[src/rtl/cve2_pkg.sv]
// cve2_pkg: shared types and constants for the core slice.
//   sleep_state_e : sleep controller FSM state encoding (2 bits).
//   SleepStatsW   : width of the sleep cycle statistics counter.
package cve2_pkg;

    typedef enum logic [1:0] {
        SleepRun      = 2'd0,
        SleepIdleWait = 2'd1,
        SleepSleep    = 2'd2,
        SleepWake     = 2'd3
    } sleep_state_e;

    localparam int unsigned SleepStatsW = 32;

endpackage

[src/rtl/prim_clock_gating.sv]
// prim_clock_gating: latch-based integrated clock gate.
//   clk_i     : free-running clock
//   en_i      : functional enable
//   test_en_i : DFT override, forces the gate open
//   clk_o     : gated clock
module prim_clock_gating (
    input  logic clk_i,
    input  logic en_i,
    input  logic test_en_i,
    output logic clk_o
);

    logic en_latch;

    // Transparent while clk_i is low so the enable cannot glitch clk_o.
    always_latch begin
        if (!clk_i) begin
            en_latch = en_i | test_en_i;
        end
    end

    assign clk_o = en_latch & clk_i;

endmodule

[src/rtl/cve2_sleep_ctrl.sv]
// cve2_sleep_ctrl: core sleep/wake controller with idle hysteresis,
// maskable and unmaskable wake sources, a minimum post-wake clock window
// and wake cause capture. Owns the core clock gate.
//   clk_i, rst_i   : free-running clock, synchronous active-high reset
//   test_en_i      : DFT clock gate override
//   busy_i         : core busy indication
//   wake_src_i     : raw wake requests, qualified by wake_mask_i
//   debug_req_i    : unmaskable debug wake
//   irq_nm_i       : unmaskable NMI wake
//   clk_o          : gated core clock
//   clock_en_o     : gate enable, core_sleep_o is its inverse
//   wake_cause_o   : {nmi, debug, masked srcs} captured on each wake
//   sleep_entry_o  : one-cycle pulse in the first SLEEP cycle
// Optional (CVE2_SLEEP_STATS_EN): sleep_cycles_o, sleep_count_o saturating
// statistics counters.
module cve2_sleep_ctrl
    import cve2_pkg::*;
#(
    parameter int unsigned NumWakeSrc = 18,
    parameter int unsigned IdleDelay  = 4,
    parameter int unsigned WakeHold   = 2
) (
    input  logic                  clk_i,
    input  logic                  rst_i,
    input  logic                  test_en_i,
    input  logic                  busy_i,
    input  logic [NumWakeSrc-1:0] wake_src_i,
    input  logic [NumWakeSrc-1:0] wake_mask_i,
    input  logic                  debug_req_i,
    input  logic                  irq_nm_i,
    output logic                  clk_o,
    output logic                  clock_en_o,
    output logic                  core_sleep_o,
    output logic [NumWakeSrc+1:0] wake_cause_o,
    output logic                  sleep_entry_o
`ifdef CVE2_SLEEP_STATS_EN
    ,
    output logic [SleepStatsW-1:0] sleep_cycles_o,
    output logic [15:0]            sleep_count_o
`endif
);

    localparam int unsigned IdleCntW = (IdleDelay > 0) ? $clog2(IdleDelay + 1) : 1;
    localparam int unsigned HoldCntW = (WakeHold > 1) ? $clog2(WakeHold) : 1;

    sleep_state_e          state_q, state_d;
    logic [IdleCntW-1:0]   idle_cnt_q, idle_cnt_d;
    logic [HoldCntW-1:0]   hold_cnt_q, hold_cnt_d;
    logic [NumWakeSrc+1:0] cause_q, cause_d;
    logic                  sleep_entry_q, sleep_entry_d;
    logic [NumWakeSrc-1:0] wake_masked;
    logic                  wake_any;

    assign wake_masked = wake_src_i & wake_mask_i;
    assign wake_any    = (|wake_masked) | debug_req_i | irq_nm_i;

    always_comb begin
        state_d    = state_q;
        idle_cnt_d = idle_cnt_q;
        hold_cnt_d = hold_cnt_q;
        cause_d    = cause_q;
        unique case (state_q)
            SleepRun: begin
                if (!(busy_i || wake_any)) begin
                    if (IdleDelay == 0) begin
                        state_d = SleepSleep;
                    end else begin
                        state_d    = SleepIdleWait;
                        idle_cnt_d = IdleCntW'(IdleDelay - 1);
                    end
                end
            end
            SleepIdleWait: begin
                // Renewed activity wins over counter expiry.
                if (busy_i || wake_any) begin
                    state_d = SleepRun;
                end else if (idle_cnt_q == '0) begin
                    state_d = SleepSleep;
                end else begin
                    idle_cnt_d = idle_cnt_q - IdleCntW'(1);
                end
            end
            SleepSleep: begin
                if (wake_any) begin
                    state_d    = SleepWake;
                    cause_d    = {irq_nm_i, debug_req_i, wake_masked};
                    hold_cnt_d = HoldCntW'(WakeHold - 1);
                end
            end
            SleepWake: begin
                if (hold_cnt_q == '0) begin
                    state_d = SleepRun;
                end else begin
                    hold_cnt_d = hold_cnt_q - HoldCntW'(1);
                end
            end
            default: state_d = SleepRun;
        endcase
    end

    assign sleep_entry_d = (state_d == SleepSleep) && (state_q != SleepSleep);

    always_ff @(posedge clk_i) begin
        if (rst_i) begin
            state_q       <= SleepRun;
            idle_cnt_q    <= '0;
            hold_cnt_q    <= '0;
            cause_q       <= '0;
            sleep_entry_q <= 1'b0;
        end else begin
            state_q       <= state_d;
            idle_cnt_q    <= idle_cnt_d;
            hold_cnt_q    <= hold_cnt_d;
            cause_q       <= cause_d;
            sleep_entry_q <= sleep_entry_d;
        end
    end

    // Combinational wake term opens the gate in the same cycle a source fires.
    assign clock_en_o    = (state_q != SleepSleep) | wake_any;
    assign core_sleep_o  = ~clock_en_o;
    assign wake_cause_o  = cause_q;
    assign sleep_entry_o = sleep_entry_q;

`ifdef CVE2_SLEEP_STATS_EN
    logic [SleepStatsW-1:0] sleep_cycles_q;
    logic [15:0]            sleep_count_q;

    always_ff @(posedge clk_i) begin
        if (rst_i) begin
            sleep_cycles_q <= '0;
            sleep_count_q  <= '0;
        end else begin
            if ((state_q == SleepSleep) && (sleep_cycles_q != '1)) begin
                sleep_cycles_q <= sleep_cycles_q + SleepStatsW'(1);
            end
            if (sleep_entry_q && (sleep_count_q != '1)) begin
                sleep_count_q <= sleep_count_q + 16'd1;
            end
        end
    end

    assign sleep_cycles_o = sleep_cycles_q;
    assign sleep_count_o  = sleep_count_q;
`endif

    prim_clock_gating u_clk_gate (
        .clk_i     (clk_i),
        .en_i      (clock_en_o),
        .test_en_i (test_en_i),
        .clk_o     (clk_o)
    );

endmodule
[config.mk]
export PLATFORM = sky130hd
export DESIGN_NAME = cve2_sleep_ctrl
export DESIGN_NICKNAME = d
export VERILOG_FILES = /design/src/rtl/cve2_pkg.sv /design/src/rtl/prim_clock_gating.sv /design/src/rtl/cve2_sleep_ctrl.sv
export SDC_FILE = /design/constraint.sdc
export NUM_CORES = 1
export LEC_CHECK = 0
export ABC_AREA = 1
export ABC_CLOCK_PERIOD_IN_PS = 3000
export CAP_MARGIN = 15
export CORE_UTILIZATION = 25
export DETAILED_ROUTE_END_ITERATION = 10
export GPL_TIMING_DRIVEN = 0
export SLEW_MARGIN = 10
export SYNTH_ARGS = -nofsm -noshare
export SYNTH_HDL_FRONTEND = slang
export SYNTH_SLANG_ARGS = --single-unit
[constraint.sdc]
create_clock -name clk_i -period 3 [get_ports clk_i]
set_input_delay 0.6 -clock clk_i [delete_from_list [all_inputs] [get_ports clk_i]]
set_output_delay 0.6 -clock clk_i [all_outputs]
set_load 0.03 [all_outputs]
== Yosys cells after proc, flatten, opt, wreduce, memory -nomap -nowiden ==
Index checks and enable logic that the tools add are counted.

* Bitwise gates (word level): 7
* Mux-type cells: 14
* Add/sub/neg operators: 2
* Reductions and logical operators: 10
* Equal/unequal tests: 9

{| class="wikitable"
|+ Operator list
! kind !! count
|-
| $and A18 B18 Y18 || 1
|-
| $reduce_or A18 Y1 || 1
|-
| $mux W2 || 5
|-
| $ne A2 B2 Y1 const B || 5
|-
| $mux W3 || 3
|-
| $pmux W2 S4 || 1
|-
| $eq A2 B2 Y1 const B || 3
|-
| $pmux W3 S2 || 1
|-
| $or A1 B1 Y1 || 4
|-
| $reduce_and A2 Y1 || 2
|-
| $reduce_and A4 Y1 || 1
|-
| $reduce_bool A2 Y1 || 2
|-
| $logic_not A3 Y1 || 1
|-
| $mux W1 || 3
|-
| $sub A3 B1 Y3 const B || 1
|-
| $eq A2 B1 Y1 const B || 1
|-
| $logic_not A2 Y1 || 1
|-
| $pmux W1 S2 || 1
|-
| $and A1 B1 Y1 || 1
|-
| $logic_and A1 B1 Y1 || 1
|-
| $logic_or A1 B1 Y1 || 1
|-
| $not A1 Y1 || 1
|-
| $sub A1 B1 Y1 const B || 1
|}

* Logic and storage cells: 48
* Bits of input ports: 42
* Output and inout port bits: 24
* Flip-flop bits (word level): 27
* Bits in latches: 1

== Logic depth before layout (Yosys ltp) ==
* Depth in word-level cells: 9
* Gate-level depth with buffers: 10
* Depth with buffers taken out: 9

== Modules after synthesis ==
A second synthesis with hierarchy kept.

* Cell total of the unflattened synthesis: 189
* Area, all modules: 1,326.3 um2

{| class="wikitable"
|+ Modules (own cells, without submodules)
! module !! cells an instance !! area each (um2) !! times used !! sequential area each (um2)
|-
| cve2_sleep_ctrl || 183 || 1,292.5 || 1 || 540.5
|-
| prim_clock_gating || 6 || 33.8 || 1 || 0.0
|}

==> flow_summary_export.csv <==
group,metric,value,unit
run_status,outcome,"finished with violations",
run_status,violations,"negative setup slack",
clocking,clkTransAtPathRegs,0.10,ns
cells_and_area,fin_nets,302,
detailed_routing,vias,1364,
clocking,cts_tree,"yes",
floorplan,dieArea,0.00555,sq mm
detailed_routing,drt_first_iter_violations,72,
worst_setup_path,crit_fanout,1,
cells_and_area,fin_cells,327,
logic_synthesis,synth_xor_area_share,0.666,%
worst_setup_path,startpoint,"u_clk_gate.en_latch",
worst_setup_path,cp-end-kind,"primary output",
logic_synthesis,synth_cell_types,24,
cells_and_area,multi_input_comb_area,659,sq um
detailed_routing,post_drt_wl_per_cell,11.0,microns
placement,gp_congestion,0.765,
global_routing,grt_overflow_total,0,
global_routing,grt_antenna_before_repair,0,
placement,post-place-cells,318,
cells_and_area,antennaDiodeCount,0,
power,net-switching-power,214,uW
detailed_routing,dr_wl_met2,1.62,mm
timing,rsz0062_at_grt,"yes",
floorplan,fp-row-count,26,
logic_synthesis,synth_top_family_by_area,"simple AND/OR/NAND/NOR gates",
placement,post_dp_cell_area,0.00205,sq mm
timing,fin_skew,0.00204,ns
floorplan,core,0.00507,sq mm
detailed_routing,routedLengthMet1,1.73,mm
logic_synthesis,syn_area,0.00132,sq mm
logic_synthesis,yosys_register_bits,28,
logic_synthesis,postSynthCellCount,183,
logic_synthesis,synth.area.mux_share,0,%
detailed_routing,avgViaCountPerCell,4.17,
power,powerDensity,402,mW/mm^2
cells_and_area,sequential_cell_area,557,sq um
floorplan,initial_core_util,25.9,%
detailed_routing,wl,3.60,mm
timing,whs,0.488,ns
worst_hold_path,hold_path_class,"register to register",
timing,hold_viol,0,
power,total_power,873,uW
logic_synthesis,avgSynthCellArea,7.19,sq um
run,cap_viol_max_count,0,
floorplan,die_h,74.5,microns
cells_and_area,mostFrequentLayoutCell,"clkdlybuf4s50_1",
power,pwr-share-seq,42.1,%
worst_setup_path,slowest_delay,0.41,ns
logic_synthesis,synth_compound_area_share,16.3,%
clocking,clkLatencyLatePin,0.38,ns
placement,io_buffer_count,65,
global_routing,grt_max_degree,16,
logic_synthesis,synth-simple-area-share,31.1,%
global_routing,grt_pass1_vias,1223,
detailed_routing,drtPass1Iterations,4,
cells_and_area,drive_above_1_share,10.9,%
cells_and_area,fillCellCount,559,
placement,hpwl,2.65,mm
power,power_leakage,0.949,nW
detailed_routing,ant_nets,0,
worst_setup_path,critPathRequiredTime,2.40,ns
detailed_routing,wl_met3,212,microns
global_routing,grt_pass1_wl,5.58,mm
timing,tightest_slew,0.418,ns
worst_setup_path,critical_path_arrival,2.52,ns
worst_setup_path,crit_chain,"nand2_2 > inv_2 > buf_6",
power,swShare,24.6,%
floorplan,io-pin-count,66,
worst_setup_path,reg2reg_slack,0.53,ns
power,pwr-share-clk,47.9,%
detailed_routing,post-route-drc-count,0,
cells_and_area,final_cell_mix,"62 x clkdlybuf4s50_1, 39 x nand2_1, 35 x nor2_1",
worst_setup_path,cp_slowest_cell,"dlxtn_2",
logic_synthesis,syn-num-nets,227,
logic_synthesis,synth_adder_area_share,1.90,%
power,p_comb_share,10.0,%
power,ir_drop,0.200,mV
timing,final_max_slew_viol_count,0,
timing,finalWorstSetupSlack,-0.121,ns
logic_synthesis,ys_warn_count,0,
timing,finalSetupViolCount,2,
cells_and_area,design_area,0.00217,sq mm
detailed_routing,top_layer_used,"met4",
worst_setup_path,path_class,"latch to primary output",
worst_setup_path,r2r-start,"state_q[1]",
cells_and_area,syn_to_final_growth,65.1,%
timing,max_slew_margin,72.1,%
power,intPower,658,uW
global_routing,gr-usage-all-layers,13.8,%
floorplan,die_x,74.5,microns
worst_setup_path,start_kind,"latch",
worst_hold_path,hold_path.startpoint,"wake_cause_o[13]",
## cell type report
cell class,count,area share (%)
multi-input cells,136,30.4
plain buffers,6,2.48
flip-flops and latches,28,25.6
clock buffers,8,4.96
inverters,12,2.07
repair buffers,66,30.3
well taps,70,4.03
clock inverters,1,0.173
## layer usage
layer / vias to the layer above / global-route usage, %
li1: 738 / -
met1: 585 / 17.2
met2: 39 / 21.6
met3: 2 / 5.01
met4: 0 / 5.24
met5: - / 0
## per-stage QoR
step                      utilization [%]  setup TNS [ns]  worst slack [ns]
final                                42.8          -0.121            -0.121
after global routing                 42.8          -0.182            -0.182
after CTS                            42.4          -0.146            -0.146
after detailed placement             40.5          -0.572            -0.467
after global placement               40.5          -0.554            -0.459
after floorplan                         -               0                 0
## power groups by stage
stage          clock network [mW]  logic (mW)  registers, mW
6_report                    0.418      0.0873          0.367
5_1_grt                     0.460      0.0956          0.367
4_1_cts                     0.424      0.0880          0.367
2_1_floorplan              0.0398      0.0220          0.376
3_3_place_gp               0.0653      0.0875          0.376
3_5_place_dp               0.0653      0.0878          0.376
## state kept, by name, indices dropped and copies added, names as in the netlist
signal               count
wake_cause_o            20
idle_cnt_q               3
state_q                  2
hold_cnt_q               1
sleep_entry_o            1
u_clk_gate.en_latch      1
## critical path: cells and delay by family (launching register included)
family	cells	cell delay, ns
buffers and inverters	2	0.15
AND/OR/NAND/NOR	1	0.05
latches	1	0.41
## cell families after synthesis
kind of cell / Yosys count
xor+xnor: 1
flops: 27
buf+inv: 19
compound gates: 41
fa+ha+maj: 2
simple gates: 92
latches: 1
## path summary, 6_finish.rpt
kind | to | cells after the start
min | wake_cause_o[13] | 2
max | clk_o | 3
min reg2reg | wake_cause_o[13] | 2
max reg2reg | u_clk_gate.en_latch | 4
## synth_stat cells
library cell,n,area (sq um)
nor2_2,3,18.8
a31oi_1,1,6.26
clkbuf_2,1,5.00
nor2_1,35,131
o21ai_1,5,25.0
nand3_2,2,20.0
dfxtp_1,27,541
inv_1,13,48.8
dlxtn_1,1,15.0
nand4_1,3,18.8
nand2_2,1,6.26
o21ai_2,2,17.5
o21ai_0,15,75.1
ha_1,2,25.0
nor2_8,1,20.0
nand3_1,4,20.0
nand2_1,40,150
nor2_4,1,11.3
clkbuf_1,1,3.75
or2_1,1,6.26
buf_6,4,45.0
and2_1,1,6.26
xnor2_1,1,8.76
a21oi_1,18,90.1
## repair_timing
action / 4_1_cts / 5_1_grt
setup endpoints to repair: 3 / 3
hold buffers: 0 / 0
buffers inserted: 0 / 2
pin swaps: 1 / 2
gates resized for setup: 8 / 4
(Power assumes the default switching activity.)
